--- src/rtl/three_way_light_ctrl.sv ---
// Three-switch (staircase) light sequencer.
// Each raw switch passes through a 2-FF synchroniser and a per-switch debouncer.
// An odd number of debounced edges in one cycle is a net toggle. The toggle
// drives a light FSM (OFF/ON/WARN) that has an auto-off timeout and a
// warning window before the light turns off.
// Ports:
//   clk       - system clock, rising edge
//   rst_n     - asynchronous active-low reset
//   x1,x2,x3  - raw switch inputs, asynchronous to clk
//   force_off - synchronous master-off level; overrides toggles
//   light     - registered lamp drive
//   warn      - registered, high during the last WARN_CYCLES of on-time
//   sw_db     - registered debounced switch levels {x3,x2,x1}
//   toggle    - registered one-cycle pulse on each accepted net toggle
module three_way_light_ctrl #(
  parameter int unsigned DEBOUNCE_CYCLES = 4,
  parameter int unsigned TIMEOUT_CYCLES  = 64,
  parameter int unsigned WARN_CYCLES     = 16,
  parameter int unsigned CNT_W           = 16
) (
  input  logic       clk,
  input  logic       rst_n,
  input  logic       x1,
  input  logic       x2,
  input  logic       x3,
  input  logic       force_off,
  output logic       light,
  output logic       warn,
  output logic [2:0] sw_db,
  output logic       toggle
);

  typedef enum logic [1:0] {ST_OFF, ST_ON, ST_WARN} state_t;

  localparam logic [CNT_W-1:0] DB_LAST  = CNT_W'(DEBOUNCE_CYCLES - 1);
  localparam logic [CNT_W-1:0] TMO_LOAD = CNT_W'(TIMEOUT_CYCLES - 1);
  localparam logic [CNT_W-1:0] WARN_AT  = CNT_W'(WARN_CYCLES);

  logic [2:0]            sync1, sync2;
  logic [2:0][CNT_W-1:0] db_cnt;
  logic [2:0]            sw_prev;
  logic                  toggle_next;
  state_t                state, state_next;
  logic [CNT_W-1:0]      timer, timer_next;

  // Two-stage synchroniser for the asynchronous switch pins.
  always_ff @(posedge clk or negedge rst_n) begin
    if (!rst_n) begin
      sync1 <= '0;
      sync2 <= '0;
    end else begin
      sync1 <= {x3, x2, x1};
      sync2 <= sync1;
    end
  end

  // Debounce: a change is accepted only after DEBOUNCE_CYCLES consecutive
  // cycles of the synced level differing from the accepted level.
  always_ff @(posedge clk or negedge rst_n) begin
    if (!rst_n) begin
      db_cnt <= '0;
      sw_db  <= '0;
    end else begin
      for (int unsigned i = 0; i < 3; i++) begin
        if (sync2[i] == sw_db[i]) begin
          db_cnt[i] <= '0;
        end else if (db_cnt[i] == DB_LAST) begin
          sw_db[i]  <= sync2[i];
          db_cnt[i] <= '0;
        end else begin
          db_cnt[i] <= db_cnt[i] + 1'b1;
        end
      end
    end
  end

  // Net toggle: parity of the per-switch edges, so paired edges cancel.
  assign toggle_next = ^(sw_db ^ sw_prev);

  always_comb begin
    state_next = state;
    timer_next = timer;
    case (state)
      ST_OFF: begin
        timer_next = '0;
        if (!force_off && toggle_next) begin
          state_next = ST_ON;
          timer_next = TMO_LOAD;
        end
      end
      ST_ON: begin
        if (timer != '0) timer_next = timer - 1'b1;
        if (force_off || toggle_next) begin
          state_next = ST_OFF;
          timer_next = '0;
        end else if (timer == WARN_AT) begin
          state_next = ST_WARN;
        end
      end
      ST_WARN: begin
        if (timer != '0) timer_next = timer - 1'b1;
        if (force_off) begin
          state_next = ST_OFF;
          timer_next = '0;
        end else if (toggle_next) begin
          // A toggle during the warning window extends rather than turns off.
          state_next = ST_ON;
          timer_next = TMO_LOAD;
        end else if (timer == '0) begin
          state_next = ST_OFF;
        end
      end
      default: begin
        state_next = ST_OFF;
        timer_next = '0;
      end
    endcase
  end

  // Outputs are registered from the next state so the light follows the
  // toggle in the same cycle the toggle pulse is visible.
  always_ff @(posedge clk or negedge rst_n) begin
    if (!rst_n) begin
      sw_prev <= '0;
      toggle  <= 1'b0;
      state   <= ST_OFF;
      timer   <= '0;
      light   <= 1'b0;
      warn    <= 1'b0;
    end else begin
      sw_prev <= sw_db;
      toggle  <= toggle_next;
      state   <= state_next;
      timer   <= timer_next;
      light   <= (state_next != ST_OFF);
      warn    <= (state_next == ST_WARN);
    end
  end

endmodule

--- config.mk ---
export PLATFORM = sky130hd
export DESIGN_NAME = three_way_light_ctrl
export DESIGN_NICKNAME = d
export VERILOG_FILES = /design/src/rtl/three_way_light_ctrl.sv
export SDC_FILE = /design/constraint.sdc
export NUM_CORES = 1
export LEC_CHECK = 0
export CORE_MARGIN = 1.5
export CORE_UTILIZATION = 60
export DETAILED_ROUTE_END_ITERATION = 8
export PLACE_DENSITY_LB_ADDON = 0.1
export SLEW_MARGIN = 10
export SYNTH_ARGS = -nofsm -noshare
export SYNTH_HDL_FRONTEND = slang
export SYNTH_SLANG_ARGS = --single-unit
--- constraint.sdc ---
create_clock -name clk -period 2.2 [get_ports clk]
set_input_delay 0.33 -clock clk [delete_from_list [all_inputs] [get_ports clk]]
set_output_delay 0.33 -clock clk [all_outputs]
set_load 0.01 [all_outputs]
==> results of run 1 <==
## layout make-up
cell class	instances	share of cell area, %
sequential	81	48.3
inverter	7	0.626
clock inverter	2	1.43
clock buffer	13	4.02
multi-input combinational	264	39.8
timing repair buffer	15	3.63
tap	75	2.23
## logic make-up (layout without fill, tap and decap cells)
| logic type | after synthesis | in the layout | synth area share (%) |
|---|---|---|---|
| buffers and inverters | 12 | 37 | 1.40 |
| xor gates and xnor gates | 57 | 57 | 13.9 |
| adders and majority gates | 4 | 4 | 1.33 |
| muxes | 4 | 4 | 1.20 |
| DFF | 81 | 81 | 54.0 |
| and+or+nand+nor | 179 | 179 | 25.0 |
| AOI/OAI and AO/OA | 20 | 20 | 3.20 |
## worst min path at each step
stage              from         to  cells after the start
3_5_place_dp   sync1[1]   sync2[1]                      0
5_1_grt        sync1[0]   sync2[0]                      0
2_1_floorplan     rst_n  db_cnt[0]                      0
3_3_place_gp   sync1[1]   sync2[1]                      0
6_report       sync1[0]   sync2[0]                      0
4_1_cts        sync1[0]   sync2[0]                      0
## through the flow
step                utilization [%]  std cells  instance area [sq um]  hold WS (ns)
detailed placement             66.1        441                   3960         0.338
CTS                            70.1        457                   4200         0.350
finish                         70.1        457                   4200         0.354
global route                   70.1        457                   4200         0.356
floorplan                         -        357                   3750        0.0344
global placement               66.1        441                   3960         0.335
## cells in the final DEF (no fill, tap or decap), types with 2 or more instances in the layout
master            n
dfrtp_1          81
nor2_1           67
xor2_1           40
nand3_1          22
nand2_1          19
xnor2_1          15
and3_1           13
nand4_1          12
clkbuf_8         12
nor3_1           10
clkdlybuf4s50_1  10
nor4_1            9
a21oi_1           8
inv_1             7
o21ai_1           6
ha_1              4
nor2b_1           3
mux2_1            3
buf_4             3
or3_4             2
nor4b_1           2
and2b_1           2
and2_1            2
nand3_2           2
nor3b_1           2
and4_1            2
bufinv_16         2
## registers in the layout, summed over array words and instances (netlist names)
name	flops
db_cnt	48
light	1
state	2
sw_db	3
sw_prev	3
sync1	3
sync2	3
timer	16
toggle	1
warn	1
## power by group
| group | total [uW] | internal (uW) | switching, uW | leakage, uW |
|---|---|---|---|---|
| Clock | 1230 | 727 | 507 | 0.000116 |
| Sequential | 1930 | 1710 | 224 | 0.00109 |
| Combinational | 1680 | 749 | 929 | 0.000680 |
| Total | 4840 | 3180 | 1660 | 0.00188 |
## timing repair
action | CTS | global route
hold buffers | 1 | 0
hold endpoints to repair | 42 | 0
gates resized for setup | 0 | 0
## metal layers
metal	global-route usage (%)	vias up	part of all wire, %
met5	0	-	0
li1	-	1263	-
met2	35.8	24	47
met4	9.32	0	2.0
met1	27.3	1243	48
met3	5.33	12	2.8
==> results.sh, run 1 <==
export IMPL_status="complete, no violations"
export IMPL_drive_gt1_share_pct=7.07
export IMPL_r2r_end="timer[6]"
export IMPL_synthCells=357
export IMPL_initial_utilization_pct=62.6
export IMPL_power_leakage_uw=0.00188
export IMPL_powerDensity_nw_per_um2=1150
export IMPL_port_buffers=11
export IMPL_endpoint="timer[6]"
export IMPL_first_pass_iters=4
export IMPL_cp_top_family="simple AND/OR/NAND/NOR gates"
export IMPL_core_sq_um=5990
export IMPL_grt_pass1_wl_um=11000
export IMPL_skew_ns=0.00595
export IMPL_die_h_um=82.1
export IMPL_cts_max_level=3
export IMPL_viasPerCell=5.56
export IMPL_max_stage_delay_ns=0.41
export IMPL_synthTopCellsByCount="dfrtp_1, nor2_1, xor2_1"
export IMPL_rrSetupSlack_ns=0.23
export IMPL_row_count=28
export IMPL_ys_seq_area_share_pct=54.0
export IMPL_grtUsageTotal_pct=21.8
export IMPL_cts_root_buf="clkbuf_8"
export IMPL_wl_per_cell_um=13.7
export IMPL_wirelength_um=6260
export IMPL_setup_ws_ns=0.231
export IMPL_synth_nets=367
export IMPL_area_growth_pct=12.0
export IMPL_synth_avg_cell_area_sq_um=10.5
export IMPL_routed_via_count=2542
export IMPL_cp_arrival_ns=2.21
export IMPL_crit_start="timer[0]"
export IMPL_syn_area_sq_um=3750
export IMPL_n_antenna_cell=0
export IMPL_finalPower_uw=4840
export IMPL_clkSinkCount=81
export IMPL_ctsLongestPathBuffers=2
export IMPL_yosysUniqueCellTypes=44
export IMPL_hold_violations=0
export IMPL_worst_slew_pin_slew_ns=0.538
export IMPL_hp_class="reg -> reg"
export IMPL_die_w_um=82.1
export IMPL_cp_slowest_cell="dfrtp_1"
export IMPL_gp_congestion=0.846
export IMPL_synth_main_ff_cell="dfrtp_1"
export IMPL_clock_latency_ns=0.35
export IMPL_post_cts_buffers=0
export IMPL_ys_top_cells_by_area="dfrtp_1, xor2_1, nor2_1"
export IMPL_overflow=0
export IMPL_drv_slew=0
export IMPL_final_nets=388
export IMPL_tns_ns=0
export IMPL_critical_path_max_fanout=6
export IMPL_drc=0
export IMPL_cp_start_kind="flip-flop"
export IMPL_cts_tree="done"
export IMPL_yosysTopAreaCell="dfrtp_1"
export IMPL_antenna_found_initial=0
export IMPL_synth_seq_cells=81
export IMPL_numCtsBuffers=9
export IMPL_crit_buf_inv=1
export IMPL_multi_input_area_sq_um=1670
export IMPL_worstPathCellList="inv_1 -> ha_1 -> nor4b_1 -> nand4_1 -> nand3b_1 -> xor2_1 -> nor2_1"
export IMPL_criticalPathCategory="reg -> reg"
export IMPL_ios=12
export IMPL_async_flop_share_pct=100
export IMPL_fmaxAchievable_mhz=508
export IMPL_finalSetupViolCount=0
export IMPL_cp_data_required_time_ns=2.44
export IMPL_period_minus_slack_ns=1.97
export IMPL_hpwlAfterDp_um=4330
export IMPL_nFillCells=450
export IMPL_final_antenna_net_count=0
export IMPL_fp_dieArea_sq_um=6740
export IMPL_grt_pass1_vias=2566
export IMPL_reg2reg_from="timer[0]"
export IMPL_vdd_ir_drop_max_v=0.000704
export IMPL_rsz0062_at_grt="no"
export IMPL_preCtsSetupSlack_ns=0.232
export IMPL_regArea_sq_um=2030
export IMPL_yosysTopAreaCellShare_pct=54.0
export IMPL_period_share_pct=89.5
export IMPL_grt_max_degree=44
export IMPL_max_slew_margin_pct=64.2
export IMPL_yosysWarnings=0
export IMPL_cap_violations=0
export IMPL_synth_edf_count=0
export IMPL_reg2regPathDepth=7
export IMPL_yosysMostFrequentCell="dfrtp_1"
export IMPL_crit_cells=7
export IMPL_crit_path_end_kind="flip-flop"
export IMPL_first_iter_violations=67
export IMPL_clk_pin_slew_ns=0.08
Note: power is estimated with default switching activity, not from simulation.
==> run 2: changes to the inputs <==
--- a/config.mk
+++ b/config.mk
@@ -7,6 +7,7 @@
 export LEC_CHECK = 0
 export CORE_MARGIN = 1.5
 export CORE_UTILIZATION = 60
+export CTS_BUF_LIST = sky130_fd_sc_hd__clkbuf_8
 export DETAILED_ROUTE_END_ITERATION = 8
 export PLACE_DENSITY_LB_ADDON = 0.1
 export SLEW_MARGIN = 10
==> constraint.sdc (replaced) <==
create_clock -name clk -period 2.6 [get_ports clk]
set_input_delay 0.39 -clock clk [delete_from_list [all_inputs] [get_ports clk]]
set_output_delay 0.39 -clock clk [all_outputs]
set_load 0.01 [all_outputs]
==> run 2 against run 1 <==
- global-route usage shrank 0.10 points
- critical path depth unchanged
- routed wire length increased by 1.6%
- worst hold slack got worse by 0.30 ns
- clock skew increased by 0.0060 ns
- worst setup slack better by 0.39 ns
- clock power shrank 24%
- clock-buffer cell count decreased by 2
- via count is 0.71% higher
- fmax decreased by 0.61%
- critical path type unchanged
- largest cell class unchanged
- largest power group unchanged
==> results.sh, run 2 (synthesis results as in run 1) <==
export IMPL_grt_pass1_vias=2507
export IMPL_gp_congestion=0.792
export IMPL_hp_class="in -> async"
export IMPL_cap_violations=0
export IMPL_wl_met3_um=194
export IMPL_ctsLongestPathBuffers=2
export IMPL_grt_max_degree=51
export IMPL_ios=12
export IMPL_largest_register_ffs=48
export IMPL_finalSetupViolCount=0
export IMPL_nFillCells=452
export IMPL_status="complete, no violations"
export IMPL_first_iter_violations=101
export IMPL_cts_root_buf="clkbuf_8"
export IMPL_area_growth_pct=10.7
export IMPL_hold_violations=0
export IMPL_crit_start="timer[0]"
export IMPL_cp_data_required_time_ns=2.83
export IMPL_critical_path_max_fanout=5
export IMPL_wl_per_cell_um=14.0
export IMPL_regArea_sq_um=2030
export IMPL_die_w_um=82.1
export IMPL_die_h_um=82.1
export IMPL_multi_input_area_sq_um=1670
export IMPL_port_buffers=11
export IMPL_max_slew_margin_pct=57.5
export IMPL_period_minus_slack_ns=1.98
export IMPL_cp_arrival_ns=2.21
export IMPL_wl_met2_um=3010
export IMPL_grt_pass1_wl_um=11100
export IMPL_antenna_found_initial=0
export IMPL_cts_max_level=3
export IMPL_initial_utilization_pct=62.6
export IMPL_powerDensity_nw_per_um2=960
export IMPL_wl_met1_um=3060
export IMPL_drive_gt1_share_pct=6.84
export IMPL_final_cell_mix="dfrtp_1, nor2_1, xor2_1"
export IMPL_final_antenna_net_count=0
export IMPL_timing_hold_ws_ns=0.0563
export IMPL_final_nets=385
export IMPL_numCtsBuffers=9
export IMPL_n_antenna_cell=0
export IMPL_row_count=28
export IMPL_cts_tree="done"
export IMPL_first_pass_iters=4
export IMPL_skew_ns=0.0120
export IMPL_reg_top3="db_cnt: 48 flops, timer: 16 flops"
export IMPL_post_cts_buffers=0
export IMPL_crit_path_end_kind="flip-flop"
export IMPL_overflow=0
export IMPL_worst_slew_pin_slew_ns=0.637
export IMPL_clock_latency_ns=0.34
export IMPL_reg2reg_from="timer[0]"
export IMPL_cp_start_kind="flip-flop"
export IMPL_final_common_cell="dfrtp_1"
export IMPL_finalPower_uw=3990
export IMPL_cts_resized=0
export IMPL_fin_util_pct=69.3
export IMPL_viasPerCell=5.63
export IMPL_wirelength_um=6360
export IMPL_tns_ns=0
export IMPL_grtUsageTotal_pct=21.7
export IMPL_hold_buffers=0
export IMPL_drv_slew=0
export IMPL_clk_pin_slew_ns=0.09
export IMPL_drc=0
export IMPL_fp_dieArea_sq_um=6740
export IMPL_routed_via_count=2560
export IMPL_vdd_ir_drop_max_v=0.000586
export IMPL_clkSinkCount=81
export IMPL_max_flop_register="db_cnt"
export IMPL_period_share_pct=76.2
export IMPL_power_leakage_uw=0.00186
export IMPL_criticalPathCategory="reg -> reg"
export IMPL_core_sq_um=5990
export IMPL_hpwlAfterDp_um=4380
export IMPL_fmaxAchievable_mhz=505
export IMPL_rsz0062_at_grt="no"
export IMPL_rrSetupSlack_ns=0.62
export IMPL_routed_top_layer="met4"
[run 2: cell type report]
class / count / area share [%]
Multi-Input combinational cell: 264 / 40.3
Tap cell: 75 / 2.26
Sequential cell: 81 / 48.8
Clock buffer: 11 / 3.65
Inverter: 7 / 0.633
Clock inverter: 5 / 1.33
Timing Repair Buffer: 12 / 3.07
[run 2: power by group]
group          switching, uW  leakage [uW]  internal (uW)
Clock                    445      0.000107            493
Combinational            797      0.000666            619
Sequential               189       0.00109           1440
[run 2: critical path: stages, from the launching register on]
cell     delay, ns
dfrtp_1       0.41
inv_1         0.07
ha_1          0.19
nor4b_4       0.34
nand2_1       0.17
or3_1         0.35
and2_0        0.17
o21ba_1       0.18
[run 2: per-layer routing]
layer | vias up | track usage [%]
met3 | 12 | 4.00
met2 | 38 | 35.2
met1 | 1252 | 29.0
met5 | - | 0
li1 | 1258 | -
met4 | 0 | 8.14
[run 2: worst paths after layout]
check,depth (start not counted),to
worst max-delay path,7,timer[10]
worst min-delay path,1,db_cnt[5]
worst max register to register,7,timer[10]
worst min register to register,0,sync2[0]
max in group asynchronous,2,timer[12]
min in group clk,0,sync2[0]
[run 2: metrics by stage]
stage / cells / cell area [sq um] / setup slack, ns
after floorplan: 357 / 3750 / 0.794
after global placement: 439 / 3950 / 0.708
after detailed placement: 439 / 3950 / 0.622
after CTS: 455 / 4150 / 0.614
after global routing: 455 / 4150 / 0.451
final: 455 / 4150 / 0.619
==> run 3: changes to the inputs <==
--- a/config.mk
+++ b/config.mk
@@ -6,7 +6,7 @@
 export NUM_CORES = 1
 export LEC_CHECK = 0
 export CORE_MARGIN = 1.5
-export CORE_UTILIZATION = 60
+export CORE_UTILIZATION = 57
 export CTS_BUF_LIST = sky130_fd_sc_hd__clkbuf_8
 export DETAILED_ROUTE_END_ITERATION = 8
 export PLACE_DENSITY_LB_ADDON = 0.1
==> constraint.sdc (replaced) <==
create_clock -name clk -period 1.6 [get_ports clk]
set_input_delay 0.24 -clock clk [delete_from_list [all_inputs] [get_ports clk]]
set_output_delay 0.24 -clock clk [all_outputs]
set_load 0.01 [all_outputs]
==> run 3 against run 2 <==
- the flow now finishes with violations (setup timing)
- fmax increased by 11%
- clock-buffer cell count unchanged
- register-to-register slack got worse by 0.80 ns
- via count increased by 6.6%
- critical path depth unchanged
- first-iteration DRC count increased by 40%
==> results.sh, run 3 (synthesis results as in run 1) <==
export IMPL_status="finished, violations left"
export IMPL_failed_checks="setup timing"
export IMPL_rsz0062_at_grt="yes"
export IMPL_clk_pin_slew_ns=0.08
export IMPL_cts_max_level=3
export IMPL_cts_tree="done"
export IMPL_max_slew_margin_pct=69.4
export IMPL_ctsLongestPathBuffers=2
export IMPL_core_sq_um=6350
export IMPL_routed_via_count=2730
export IMPL_final_nets=433
export IMPL_tns_ns=-1.21
export IMPL_clkSinkCount=81
export IMPL_largest_register_ffs=48
export IMPL_hold_violations=0
export IMPL_first_pass_iters=6
export IMPL_ios=12
export IMPL_cap_violations=0
export IMPL_initial_utilization_pct=59.1
export IMPL_period_share_pct=111
export IMPL_n_antenna_cell=0
export IMPL_fmaxAchievable_mhz=562
export IMPL_final_cell_count_no_fill=505
export IMPL_final_antenna_net_count=0
export IMPL_final_cell_mix="dfrtp_1, nor2_1, xor2_1, buf_4, nand3_1"
export IMPL_drv_slew=0
export IMPL_first_iter_violations=141
export IMPL_area_growth_pct=27.4
export IMPL_grt_pass1_wl_um=12500
export IMPL_grtUsageTotal_pct=22.3
export IMPL_fp_dieArea_sq_um=7080
export IMPL_grt_pass1_vias=2711
export IMPL_period_minus_slack_ns=1.78
export IMPL_max_flop_register="db_cnt"
export IMPL_die_w_um=84.1
export IMPL_hp_class="in -> async"
export IMPL_clock_latency_ns=0.35
export IMPL_cp_start_kind="flip-flop"
export IMPL_fin_util_pct=75.3
export IMPL_numCtsBuffers=9
export IMPL_criticalPathCategory="reg -> reg"
export IMPL_reg_top3="db_cnt: 48 flops, timer: 16 flops"
export IMPL_powerDensity_nw_per_um2=1700
export IMPL_setup_ws_ns=-0.181
export IMPL_hpwlAfterDp_um=4730
export IMPL_worst_slew_pin_slew_ns=0.458
export IMPL_reg2regPathDepth=7
export IMPL_vdd_ir_drop_max_v=0.00134
export IMPL_overflow=0
export IMPL_cp_arrival_ns=2.03
export IMPL_cts_root_buf="clkbuf_8"
export IMPL_preCtsSetupSlack_ns=-0.164
export IMPL_finalSetupViolCount=20
export IMPL_power_leakage_uw=0.00216
export IMPL_skew_ns=0.00964
export IMPL_wl_per_cell_um=14.5
export IMPL_row_count=29
export IMPL_port_buffers=11
export IMPL_finalPower_uw=8110
export IMPL_wirelength_um=7310
export IMPL_crit_path_end_kind="flip-flop"
export IMPL_die_h_um=84.1
export IMPL_viasPerCell=5.41
export IMPL_drive_gt1_share_pct=25.9
export IMPL_gp_congestion=0.797
export IMPL_cp_data_required_time_ns=1.85
export IMPL_antenna_found_initial=0
export IMPL_placed_cells=479
export IMPL_final_common_cell="dfrtp_1"
export IMPL_critical_path_max_fanout=3
export IMPL_drc=0
export IMPL_grt_max_degree=40
[run 3: critical path, stage by stage, from the launching register on]
cell     delay (ns)
dfrtp_1        0.39
inv_2          0.08
ha_4           0.13
nor4b_4        0.27
nand2_2        0.11
or3_4          0.35
and2_0         0.17
o21ba_1        0.18
[run 3: repair_timing]
| action | in CTS | in global routing |
|---|---|---|
| hold endpoints to repair | 19 | 0 |
| setup buffers | 5 | 5 |
| gates cloned | 1 | 0 |
| setup endpoints to repair | 23 | 52 |
| pin swaps | 9 | 18 |
| hold buffers | 1 | 0 |
| gates resized for setup | 22 | 35 |
[run 3: layout make-up]
cell class	count	area [sq um]
clock inverters	5	63.8
multi-input cells	265	1890
inverters	7	26.3
well taps	77	96.3
repair buffers	59	518
fillers	422	1570
clock buffers	11	151
flip-flops and latches	81	2030
[run 3: power breakdown]
group	switching [uW]	internal [uW]	total, uW
Sequential	258	2350	2610
Clock	732	813	1550
Combinational	1920	2030	3950
[run 3: path summary, 6_finish.rpt]
check	startpoint	endpoint	slack (ns)
max in group asynchronous	rst_n	db_cnt[44]	0.69
max	timer[1]	timer[10]	-0.18
max reg2reg	timer[1]	timer[10]	-0.18
min reg2reg	sync1[1]	sync2[1]	0.35
min in group clk	x2	sync1[1]	0.32
min	rst_n	db_cnt[31]	0.31
[run 3: through the flow]
step / hold slack [ns] / cell area [sq um]
after global placement: 0.144 / 4270
final: 0.310 / 4780
after floorplan: -0.0556 / 3770
after global routing: 0.308 / 4780
after CTS: 0.302 / 4620
after detailed placement: 0.149 / 4270
[run 3: metal layers]
metal  up-vias  global-route usage, %  wire length, um
li1       1364                      -                -
met5         -                      0                0
met3        10                   6.92              251
met1      1326                   30.0             3410
met4         0                   6.26               86
met2        30                   35.3             3560
